===== src/rtl/coin_pkg.sv =====
// Shared coin codes and emitter state encoding for coin_acceptor and vending_machine.
package coin_pkg;

    localparam logic [1:0] COIN_NONE = 2'b00;
    localparam logic [1:0] COIN_5    = 2'b01;
    localparam logic [1:0] COIN_10   = 2'b10;

    typedef enum logic [1:0] {
        IDLE = 2'd0,
        EMIT = 2'd1,
        GAP  = 2'd2
    } emit_state_e;

endpackage


===== src/rtl/coin_debounce.sv =====
// One coin sensor: 2-flop synchroniser, debounce counter, rising-edge event and jam timer.
module coin_debounce #(
    parameter int DEBOUNCE_CYCLES = 4,
    parameter int JAM_CYCLES      = 64
) (
    input  logic i_clk,
    input  logic i_rst,
    input  logic i_sense,
    output logic o_qual,
    output logic o_evt,
    output logic o_jam
);

    localparam int DW = $clog2(DEBOUNCE_CYCLES + 1);
    localparam int JW = $clog2(JAM_CYCLES + 2);
    localparam logic [DW-1:0] DB_LAST = DW'(DEBOUNCE_CYCLES - 1);
    localparam logic [JW-1:0] JAM_LIM = JW'(JAM_CYCLES);
    localparam logic [JW-1:0] JAM_MAX = JW'(JAM_CYCLES + 1);

    logic          r_sync1, r_sync2;
    logic [DW-1:0] r_cnt;
    logic          r_qual, r_evt, r_jam;
    logic [JW-1:0] r_jcnt;

    logic          w_diff, w_flip, w_qual_nxt;
    logic [JW-1:0] w_jcnt_nxt;

    always_comb begin
        w_diff     = (r_sync2 != r_qual);
        w_flip     = w_diff && (r_cnt == DB_LAST);
        w_qual_nxt = w_flip ? r_sync2 : r_qual;
        // Timer only runs while the level stays high, so it reads 0 on the falling edge.
        w_jcnt_nxt = '0;
        if (r_qual && w_qual_nxt)
            w_jcnt_nxt = (r_jcnt == JAM_MAX) ? r_jcnt : r_jcnt + 1'b1;
    end

    always_ff @(posedge i_clk or posedge i_rst) begin
        if (i_rst) begin
            r_sync1 <= 1'b0;
            r_sync2 <= 1'b0;
            r_cnt   <= '0;
            r_qual  <= 1'b0;
            r_evt   <= 1'b0;
            r_jcnt  <= '0;
            r_jam   <= 1'b0;
        end else begin
            r_sync1 <= i_sense;
            r_sync2 <= r_sync1;
            r_cnt   <= (w_diff && !w_flip) ? r_cnt + 1'b1 : '0;
            r_qual  <= w_qual_nxt;
            r_evt   <= w_flip && r_sync2;
            r_jcnt  <= w_jcnt_nxt;
            r_jam   <= (w_jcnt_nxt > JAM_LIM);
        end
    end

    assign o_qual = r_qual;
    assign o_evt  = r_evt;
    assign o_jam  = r_jam;

endmodule


===== src/rtl/coin_acceptor.sv =====
// Coin slot front end: two debounced sensors, arbitration, coin storage and spaced emitter.
// COIN_ACCEPTOR_FIFO_EN selects a FIFO_DEPTH-entry FIFO; otherwise a single holding register.
module coin_acceptor
    import coin_pkg::*;
#(
    parameter int DEBOUNCE_CYCLES = 4,
    parameter int GAP_CYCLES      = 1,
    parameter int JAM_CYCLES      = 64,
    parameter int FIFO_DEPTH      = 4
) (
    input  logic       clk,
    input  logic       rst,
    input  logic       sense5,
    input  logic       sense10,
    output logic [1:0] coin_out,
    output logic       reject,
    output logic       jam,
    output logic       overflow
);

    if (DEBOUNCE_CYCLES < 1 || DEBOUNCE_CYCLES > 255) begin : g_bad_db
        $error("DEBOUNCE_CYCLES out of range");
    end
    if (GAP_CYCLES < 0 || GAP_CYCLES > 15) begin : g_bad_gap
        $error("GAP_CYCLES out of range");
    end
    if (JAM_CYCLES <= DEBOUNCE_CYCLES) begin : g_bad_jam
        $error("JAM_CYCLES must exceed DEBOUNCE_CYCLES");
    end
    if (FIFO_DEPTH < 2 || FIFO_DEPTH > 16 || (FIFO_DEPTH & (FIFO_DEPTH - 1)) != 0) begin : g_bad_depth
        $error("FIFO_DEPTH must be a power of two in 2..16");
    end

    localparam logic [3:0] GAP_LOAD = (GAP_CYCLES > 0) ? 4'(GAP_CYCLES - 1) : 4'd0;

    logic w_evt5, w_evt10, w_qual5, w_qual10, w_jam5, w_jam10;

    coin_debounce #(.DEBOUNCE_CYCLES(DEBOUNCE_CYCLES), .JAM_CYCLES(JAM_CYCLES)) u_db5 (
        .i_clk(clk), .i_rst(rst), .i_sense(sense5),
        .o_qual(w_qual5), .o_evt(w_evt5), .o_jam(w_jam5)
    );

    coin_debounce #(.DEBOUNCE_CYCLES(DEBOUNCE_CYCLES), .JAM_CYCLES(JAM_CYCLES)) u_db10 (
        .i_clk(clk), .i_rst(rst), .i_sense(sense10),
        .o_qual(w_qual10), .o_evt(w_evt10), .o_jam(w_jam10)
    );

    logic       w_push, w_rej, w_pop, w_wr, w_full, w_empty;
    logic [1:0] w_code, w_head;

    assign w_push = w_evt5 ^ w_evt10;
    assign w_rej  = w_evt5 & w_evt10;
    assign w_code = w_evt5 ? COIN_5 : COIN_10;
    // A pop in the same cycle frees a slot, so a full store still accepts the push.
    assign w_wr   = w_push && (!w_full || w_pop);

`ifdef COIN_ACCEPTOR_FIFO_EN
    localparam int AW = $clog2(FIFO_DEPTH);

    logic [1:0]  r_mem [FIFO_DEPTH];
    logic [AW:0] r_wp, r_rp;

    assign w_empty = (r_wp == r_rp);
    assign w_full  = (r_wp[AW] != r_rp[AW]) && (r_wp[AW-1:0] == r_rp[AW-1:0]);
    assign w_head  = r_mem[r_rp[AW-1:0]];

    always_ff @(posedge clk or posedge rst) begin
        if (rst) begin
            r_wp <= '0;
            r_rp <= '0;
            for (int i = 0; i < FIFO_DEPTH; i++) r_mem[i] <= COIN_NONE;
        end else begin
            if (w_wr) begin
                r_mem[r_wp[AW-1:0]] <= w_code;
                r_wp                <= r_wp + 1'b1;
            end
            if (w_pop) r_rp <= r_rp + 1'b1;
        end
    end
`else
    logic       r_hold_vld;
    logic [1:0] r_hold_code;

    assign w_empty = !r_hold_vld;
    assign w_full  = r_hold_vld;
    assign w_head  = r_hold_code;

    always_ff @(posedge clk or posedge rst) begin
        if (rst) begin
            r_hold_vld  <= 1'b0;
            r_hold_code <= COIN_NONE;
        end else if (w_wr) begin
            r_hold_vld  <= 1'b1;
            r_hold_code <= w_code;
        end else if (w_pop) begin
            r_hold_vld  <= 1'b0;
        end
    end
`endif

    emit_state_e r_state, w_state_nxt;
    logic [3:0]  r_gap_cnt, w_gap_nxt;
    logic [1:0]  r_coin_out, w_coin_nxt;
    logic        r_reject, r_overflow;

    always_comb begin
        w_state_nxt = r_state;
        w_gap_nxt   = r_gap_cnt;
        w_coin_nxt  = COIN_NONE;
        w_pop       = 1'b0;
        case (r_state)
            IDLE: begin
                if (!w_empty) begin
                    w_pop       = 1'b1;
                    w_coin_nxt  = w_head;
                    w_state_nxt = EMIT;
                end
            end
            EMIT: begin
                if (GAP_CYCLES > 0) begin
                    w_state_nxt = GAP;
                    w_gap_nxt   = GAP_LOAD;
                end else if (!w_empty) begin
                    w_pop       = 1'b1;
                    w_coin_nxt  = w_head;
                end else begin
                    w_state_nxt = IDLE;
                end
            end
            GAP: begin
                // Last gap cycle chains straight into EMIT so spacing stays GAP_CYCLES+1.
                if (r_gap_cnt != 4'd0) begin
                    w_gap_nxt = r_gap_cnt - 1'b1;
                end else if (!w_empty) begin
                    w_pop       = 1'b1;
                    w_coin_nxt  = w_head;
                    w_state_nxt = EMIT;
                end else begin
                    w_state_nxt = IDLE;
                end
            end
            default: w_state_nxt = IDLE;
        endcase
    end

    always_ff @(posedge clk or posedge rst) begin
        if (rst) begin
            r_state    <= IDLE;
            r_gap_cnt  <= 4'd0;
            r_coin_out <= COIN_NONE;
            r_reject   <= 1'b0;
            r_overflow <= 1'b0;
        end else begin
            r_state    <= w_state_nxt;
            r_gap_cnt  <= w_gap_nxt;
            r_coin_out <= w_coin_nxt;
            r_reject   <= w_rej;
            r_overflow <= w_push && w_full && !w_pop;
        end
    end

    assign coin_out = r_coin_out;
    assign reject   = r_reject;
    assign overflow = r_overflow;
    assign jam      = (w_qual5 & w_jam5) | (w_qual10 & w_jam10);

endmodule


===== config.mk =====
export PLATFORM = sky130hd
export DESIGN_NAME = coin_acceptor
export DESIGN_NICKNAME = d
export VERILOG_FILES = /design/src/rtl/coin_pkg.sv /design/src/rtl/coin_debounce.sv /design/src/rtl/coin_acceptor.sv
export SDC_FILE = /design/constraint.sdc
export NUM_CORES = 1
export LEC_CHECK = 0
export CORE_ASPECT_RATIO = 1.1
export CORE_UTILIZATION = 32
export CTS_CLUSTER_DIAMETER = 100
export DETAILED_ROUTE_END_ITERATION = 12
export GPL_ROUTABILITY_DRIVEN = 0
export PLACE_DENSITY_LB_ADDON = 0.08
export SYNTH_ARGS = -nofsm -noshare
export SYNTH_HDL_FRONTEND = slang
export SYNTH_SLANG_ARGS = --single-unit
export TNS_END_PERCENT = 1

===== constraint.sdc =====
create_clock -name clk -period 2.7 [get_ports clk]
set_clock_uncertainty 0.15 [all_clocks]
set_input_delay 0.54 -clock clk [delete_from_list [all_inputs] [get_ports clk]]
set_output_delay 0.54 -clock clk [all_outputs]
set_load 0.01 [all_outputs]

### Word level (Yosys, flattened, before mapping)

Index checks and enable logic that the tools add are counted.

* bits in registers: 43
* input bits: 4
* output and inout port bits: 5
* logic and storage cells: 89

* add/subtract/negate cells: 5
* order comparisons: 2
* equality and inequality tests: 11
* muxes and demuxes: 23
* bitwise logic cells: 5
* reductions and logical operators: 22

Operator list (number)
* two-way mux 7 bit: 4
* adder 7 x 1 -> 7 bit, second input constant: 2
* == test 7 bit, second input constant: 2
* > comparator 7 bit, second input constant: 2
* logical AND 1 bit: 11
* two-way mux 2 bit: 5
* one-hot mux 4 bit (2 select lines): 1
* two-way mux 1 bit: 7
* adder 3 x 1 -> 3 bit, second input constant: 2
* == test 3 x 2 -> 1 bit, second input constant: 2
* two-way mux 3 bit: 2
* inequality test 2 bit, second input constant: 3
* one-hot mux 2 bit (3 select lines): 1
* logical NOT 1 bit: 4
* two-way mux 4 bit: 1
* one-hot mux 2 bit (2 select lines): 1
* AND reduction 2 bit: 2
* nonzero test 2 bit: 2
* nonzero test 4 bit: 1
* subtractor 4 x 1 -> 4 bit, second input constant: 1
* AND 1 bit: 3
* == test 2 x 1 -> 1 bit, second input constant: 1
* == test 2 bit, second input constant: 1
* logical NOT 2 bit: 1
* other kinds (5): 6

### Longest topological paths before layout

* word-level depth: 6
* depth in mapped cells: 7
* mapped depth without buffers: 7

### Hierarchy

Synthesis repeated with hierarchy kept, for this count alone.

* cells, all modules: 192
* area, all modules: 2078.2 µm²

By module, submodules not included
* coin_debounce at u_db5: instances 1, cells an instance 67, area an instance 709.4 µm², seq. area each 375.4 µm²
* coin_debounce at u_db10: instances 1, cells an instance 67, area an instance 706.9 µm², seq. area each 375.4 µm²
* coin_acceptor: instances 1, cells an instance 58, area an instance 661.9 µm², seq. area each 325.3 µm²

### Worst setup path before layout

Ideal clock, no wire load.

* path type: register to register
* start: reg r_gap_cnt[0]
* end: reg r_hold_code[0]
* library setup time: 0.127 ns
* arrival time: 1.592 ns
* required time: 2.423 ns
* path slack: 0.831 ns
* cell stages (with the launch flop): 8
* path buffers: 0
* clock period less this slack: 1.869 ns
* cell sequence: dfrtp_1 inv_1 ha_1 nor3b_2 o21ba_1 nand2b_1 nand2_1 mux2_1

* word-level cells in the longest chain between the ends: 5

Ends and longest elaborated chain
* start, declared: RTL line coin_acceptor.sv:102 `logic [3:0] r_gap_cnt, w_gap_nxt;`
* start signal, assigned: RTL line coin_acceptor.sv:155 `r_gap_cnt <= w_gap_nxt;`
* nonzero test 4 bit: RTL line coin_acceptor.sv:132 `if (r_gap_cnt != 4'd0) begin`
* two-way mux 1 bit: RTL line coin_acceptor.sv:132
* one-hot mux 1 bit (2 select lines): RTL line coin_acceptor.sv:111 `case (r_state)`
* logical OR 1 bit: RTL line coin_acceptor.sv:55 `assign w_wr = w_push && (!w_full || w_pop);`
* logical AND 1 bit: RTL line coin_acceptor.sv:55
* end signal, assigned: RTL line coin_acceptor.sv:94 `r_hold_code <= w_code;`
* end, declared: RTL line coin_acceptor.sv:82 `logic [1:0] r_hold_code;`

No other way between the ends.
A chain may end at the register's enable or synchronous reset.

### Final worst setup path

* start: reg u_db5.r_qual, in the netlist u_db5.o_qual
* end: out jam

* word-level cells in the longest chain between the ends: 2

Ends and longest elaborated chain
* start, declared: RTL line coin_debounce.sv:22 `logic r_qual, r_evt, r_jam;`
* start signal, assigned: RTL line coin_debounce.sv:51 `r_qual <= w_qual_nxt;`
* AND 1 bit: RTL line coin_acceptor.sv:165 `assign jam = (w_qual5 & w_jam5) | (w_qual10 & w_jam10);`
* bitwise OR 1 bit: RTL line coin_acceptor.sv:165
* end, declared: RTL line coin_acceptor.sv:17 `output logic jam,`

No other way between the ends.

==> PnR_summary.wiki <==
{| class="wikitable"
! Metric !! Value
|-
| Critical path buffer and inverter count || 1
|-
| Result of the run || finished clean
|-
| Instance count along the most critical hold path || 0
|-
| Chip width || 76.7 um
|-
| Layout Area Growth over Synthesis || 12.7%
|-
| Class of the worst hold path || reg2reg
|-
| Type of the worst setup path || reg2out
|-
| Count of mapped cells out of synthesis || 183
|-
| Ant diodes || 0
|-
| Leading cell types by count after synthesis || dfrtp_1 (43), nor2_1 (23), inv_1 (12), nand2_1 (12), ha_1 (10)
|-
| Worst path top cell family by delay || buffers and inverters
|-
| Clock period minus worst slack || 2130 ps
|-
| Initial DRC Count || 49
|-
| Overall track demand over capacity in global routing || 0.107
|-
| Number of placed instances with taps included || 267
|-
| Endpoint of the worst-slack reg-to-reg timing path || r_hold_code[0]$_DFFE_PP0P_
|-
| Share of the synthesized area in the top cell type || 0.548
|-
| Vertical die dimension || 84.1 um
|-
| Biggest area consumer among synthesized cells || dfrtp_1
|-
| Number of antenna violations at the first check in global routing || 0
|-
| Residual DRC || 0
|-
| Final setup violation count || 0
|-
| Number of warnings printed during yosys synthesis || 0
|-
| Cell Chain, Critical Path || a22o_1 -> clkdlybuf4s50_1
|-
| Primary FF master, synth || dfrtp_1
|-
| Number of distinct library cell variants in the gate-level netlist after synthesis || 42
|-
| Reg-to-reg startpoint || r_gap_cnt[0]$_DFFE_PP0P_
|-
| Via count normalized by instance count || 4.76
|-
| Critical path's slowest cell || clkdlybuf4s50_1
|-
| Vias in the first global route || 1274
|-
| Total area of multi-input combinational cells || 823 um2
|-
| Wire length of the first global-routing pass || 5420 um
|-
| Largest driver fanout on the critical path || 5
|-
| Resized cells post-CTS || 0
|-
| Transition time at the pin with the least slew margin || 607 ps
|-
| Deepest clock path buffer count || 2
|-
| Seq pwr share || 0.543
|-
| Data arrival time at the worst-slack endpoint || 1440 ps
|-
| Congestion Overflow GR || 0
|-
| Final count of hold timing violations || 0
|-
| Critical path capture point || jam
|-
| Share of flip-flops with an asynchronous set or reset after synthesis || 1.00
|-
| Post-route worst setup slack || 574 ps
|-
| Die area || 6450 um2
|-
| Effective utilization at floorplan || 0.336
|-
| Final number of max-transition violations || 0
|-
| Pin count of the biggest net entering global routing || 44
|-
| Combinational Power Share || 0.212
|-
| Cell with the most instances after synthesis || dfrtp_1
|-
| Number of CTS-inserted buffers || 5
|-
| Share of total power in the clock network || 0.245
|-
| Number of H-tree levels || 2
|-
| Number of sinks on the clock net || 43
|-
| Tightest slew margin relative to the limit || 0.593
|-
| Summed instance area of the synthesized netlist || 1960 um2
|-
| Number of maximum-capacitance violations || 0
|-
| Fraction of the cycle the final worst path needs || 0.788
|-
| Final Net Count || 211
|-
| Register cell area after layout || 1080 um2
|-
| Post-detailed-route wirelength per cell || 11.8 um
|-
| Maximum vdd drop || 0.266 mV
|-
| Row cnt || 29
|-
| First-pass detailed-route iteration total || 4
|-
| Residual antenna-violating net count after detailed routing || 0
|-
| Final TNS setup || 0 ps
|-
| Critical path startpoint || u_db5.o_qual$_DFF_PP0_
|-
| Setup bufs post-CTS || 0
|-
| Syn_area_per_cell || 10.7 um2
|-
| Top cells by area in the synthesized netlist || dfrtp_1 (55%), ha_1 (6.4%), nor2_1 (4.4%)
|-
| Flops & latches, synth || 43
|-
| Layout cells sized above 1 || 0.0859
|-
| Buffers on Ports || 8
|-
| Core region area || 5840 um2
|-
| CTS root buf || clkbuf_8
|-
| DPL Wire Length || 2340 um
|-
| Worst path max stage delay || 480 ps
|-
| Req. time, crit path || 2010 ps
|-
| Number of placed I/O pins || 9
|-
| Post-CTS clock slew at the launch and capture registers of the worst setup and hold paths || 70 ps
|-
| Number of filler instances in the final layout || 571
|-
| Cells on worst reg2reg path || 7
|-
| Sequential cell area fraction in the yosys report || 0.548
|-
| Reg2reg setup slack || 660 ps
|-
| Via total after detailed routing || 1310
|-
| Setup repair after global routing missed its margin || no
|-
| Crit path launch type || flip-flop
|-
| Setup WS pre-CTS || 669 ps
|-
| Syn nets || 197
|-
| Number of enable flip-flop cells after synthesis || 0
|-
| TritonCTS clock tree || built
|-
| Hold buffer count at cts || 0
|-
| Cell internal power dissipation || 1.06 mW
|-
| Sw Share || 0.315
|-
| CP Depth || 2
|-
| FMAX || 470 MHz
|-
| Leakage power summed over all cells || 0.989 nW
|-
| CP Capture Type || output port
|-
| Net switching component of the power || 0.488 mW
|-
| P per Cell Area || 701 nW/um2
|-
| Cell Count, Final, Fillers Out || 275
|-
| Total Wirelength || 3250 um
|-
| Clock latency reported for the late side of the worst-skew pair || 290 ps
|}
## power groups by stage
stage / sequential, mW / combinational [mW] / clock, mW
detailed placement: 0.857 / 0.335 / 0
global route: 0.859 / 0.374 / 0.430
CTS: 0.843 / 0.336 / 0.404
finish: 0.842 / 0.329 / 0.381
global placement: 0.850 / 0.315 / 0
floorplan: 0.825 / 0.264 / 0
## cells by family after synthesis
| kind of cell | Yosys count | synth area share |
|---|---|---|
| buf+inv | 15 | 0.0325 |
| fa+ha+maj | 10 | 0.0637 |
| xor+xnor | 13 | 0.0580 |
| compound gates | 27 | 0.0937 |
| simple gates | 73 | 0.192 |
| flops | 43 | 0.548 |
| mux | 2 | 0.0115 |
## worst min path at each step
stage	start	to	slack, ps
floorplan	u_db10.r_sync1$_DFF_PP0_	u_db10.r_sync2$_DFF_PP0_	180
global placement	u_db10.r_sync1$_DFF_PP0_	u_db10.r_sync2$_DFF_PP0_	180
detailed placement	u_db10.r_sync1$_DFF_PP0_	u_db10.r_sync2$_DFF_PP0_	190
CTS	u_db10.r_sync1$_DFF_PP0_	u_db10.r_sync2$_DFF_PP0_	200
global route	u_db10.r_sync1$_DFF_PP0_	u_db10.r_sync2$_DFF_PP0_	220
finish	u_db10.r_sync1$_DFF_PP0_	u_db10.r_sync2$_DFF_PP0_	200
## metal layers
metal / track usage / vias up / wire length, um
li1: - / 654 / -
met1: 0.119 / 635 / 1470
met2: 0.191 / 14 / 1650
met3: 0.0228 / 7 / 68
met4: 0.0577 / 0 / 68
met5: 0 / - / 0
## cell type report
cell class | count | share of cell area
flip-flops and latches | 43 | 0.486
well taps | 77 | 0.0435
inverters | 13 | 0.0220
clock inverters | 1 | 0.00226
clock buffers | 7 | 0.0345
repair buffers | 9 | 0.0396
multi-input cells | 125 | 0.372
## per-stage QoR
stage	total power [mW]	hold WS, ps	area [um2]	utilization
global placement	1.17	183	2130	0.365
finish	1.55	202	2210	0.379
CTS	1.58	203	2210	0.379
global route	1.66	216	2210	0.379
detailed placement	1.19	186	2130	0.365
floorplan	1.09	181	1960	-
## cells in the final DEF (no fill, tap or decap), drive strengths merged, types with 2 or more instances in the layout
cell type	instances
clkbuf	7
ha	10
clkinv	2
nor3	10
and3	7
nand3	7
or3	2
a21oi	7
a211oi	2
nand4	2
nand2b	2
nor2	23
nand2	12
o32ai	2
xor2	7
dfrtp	43
mux2	2
xnor2	6
o21ai	6
inv	12
clkdlybuf4s50	8
or2	2
## sequential cells by signal, summed over array words and instances (netlist names), 2 cells and up
signal,cells
u_db10.r_jcnt,7
u_db5.r_jcnt,7
r_gap_cnt,4
u_db10.r_cnt,3
u_db5.r_cnt,3
coin_out,2
r_hold_code,2
r_state,2
Power figures use the tool's default switching activity.
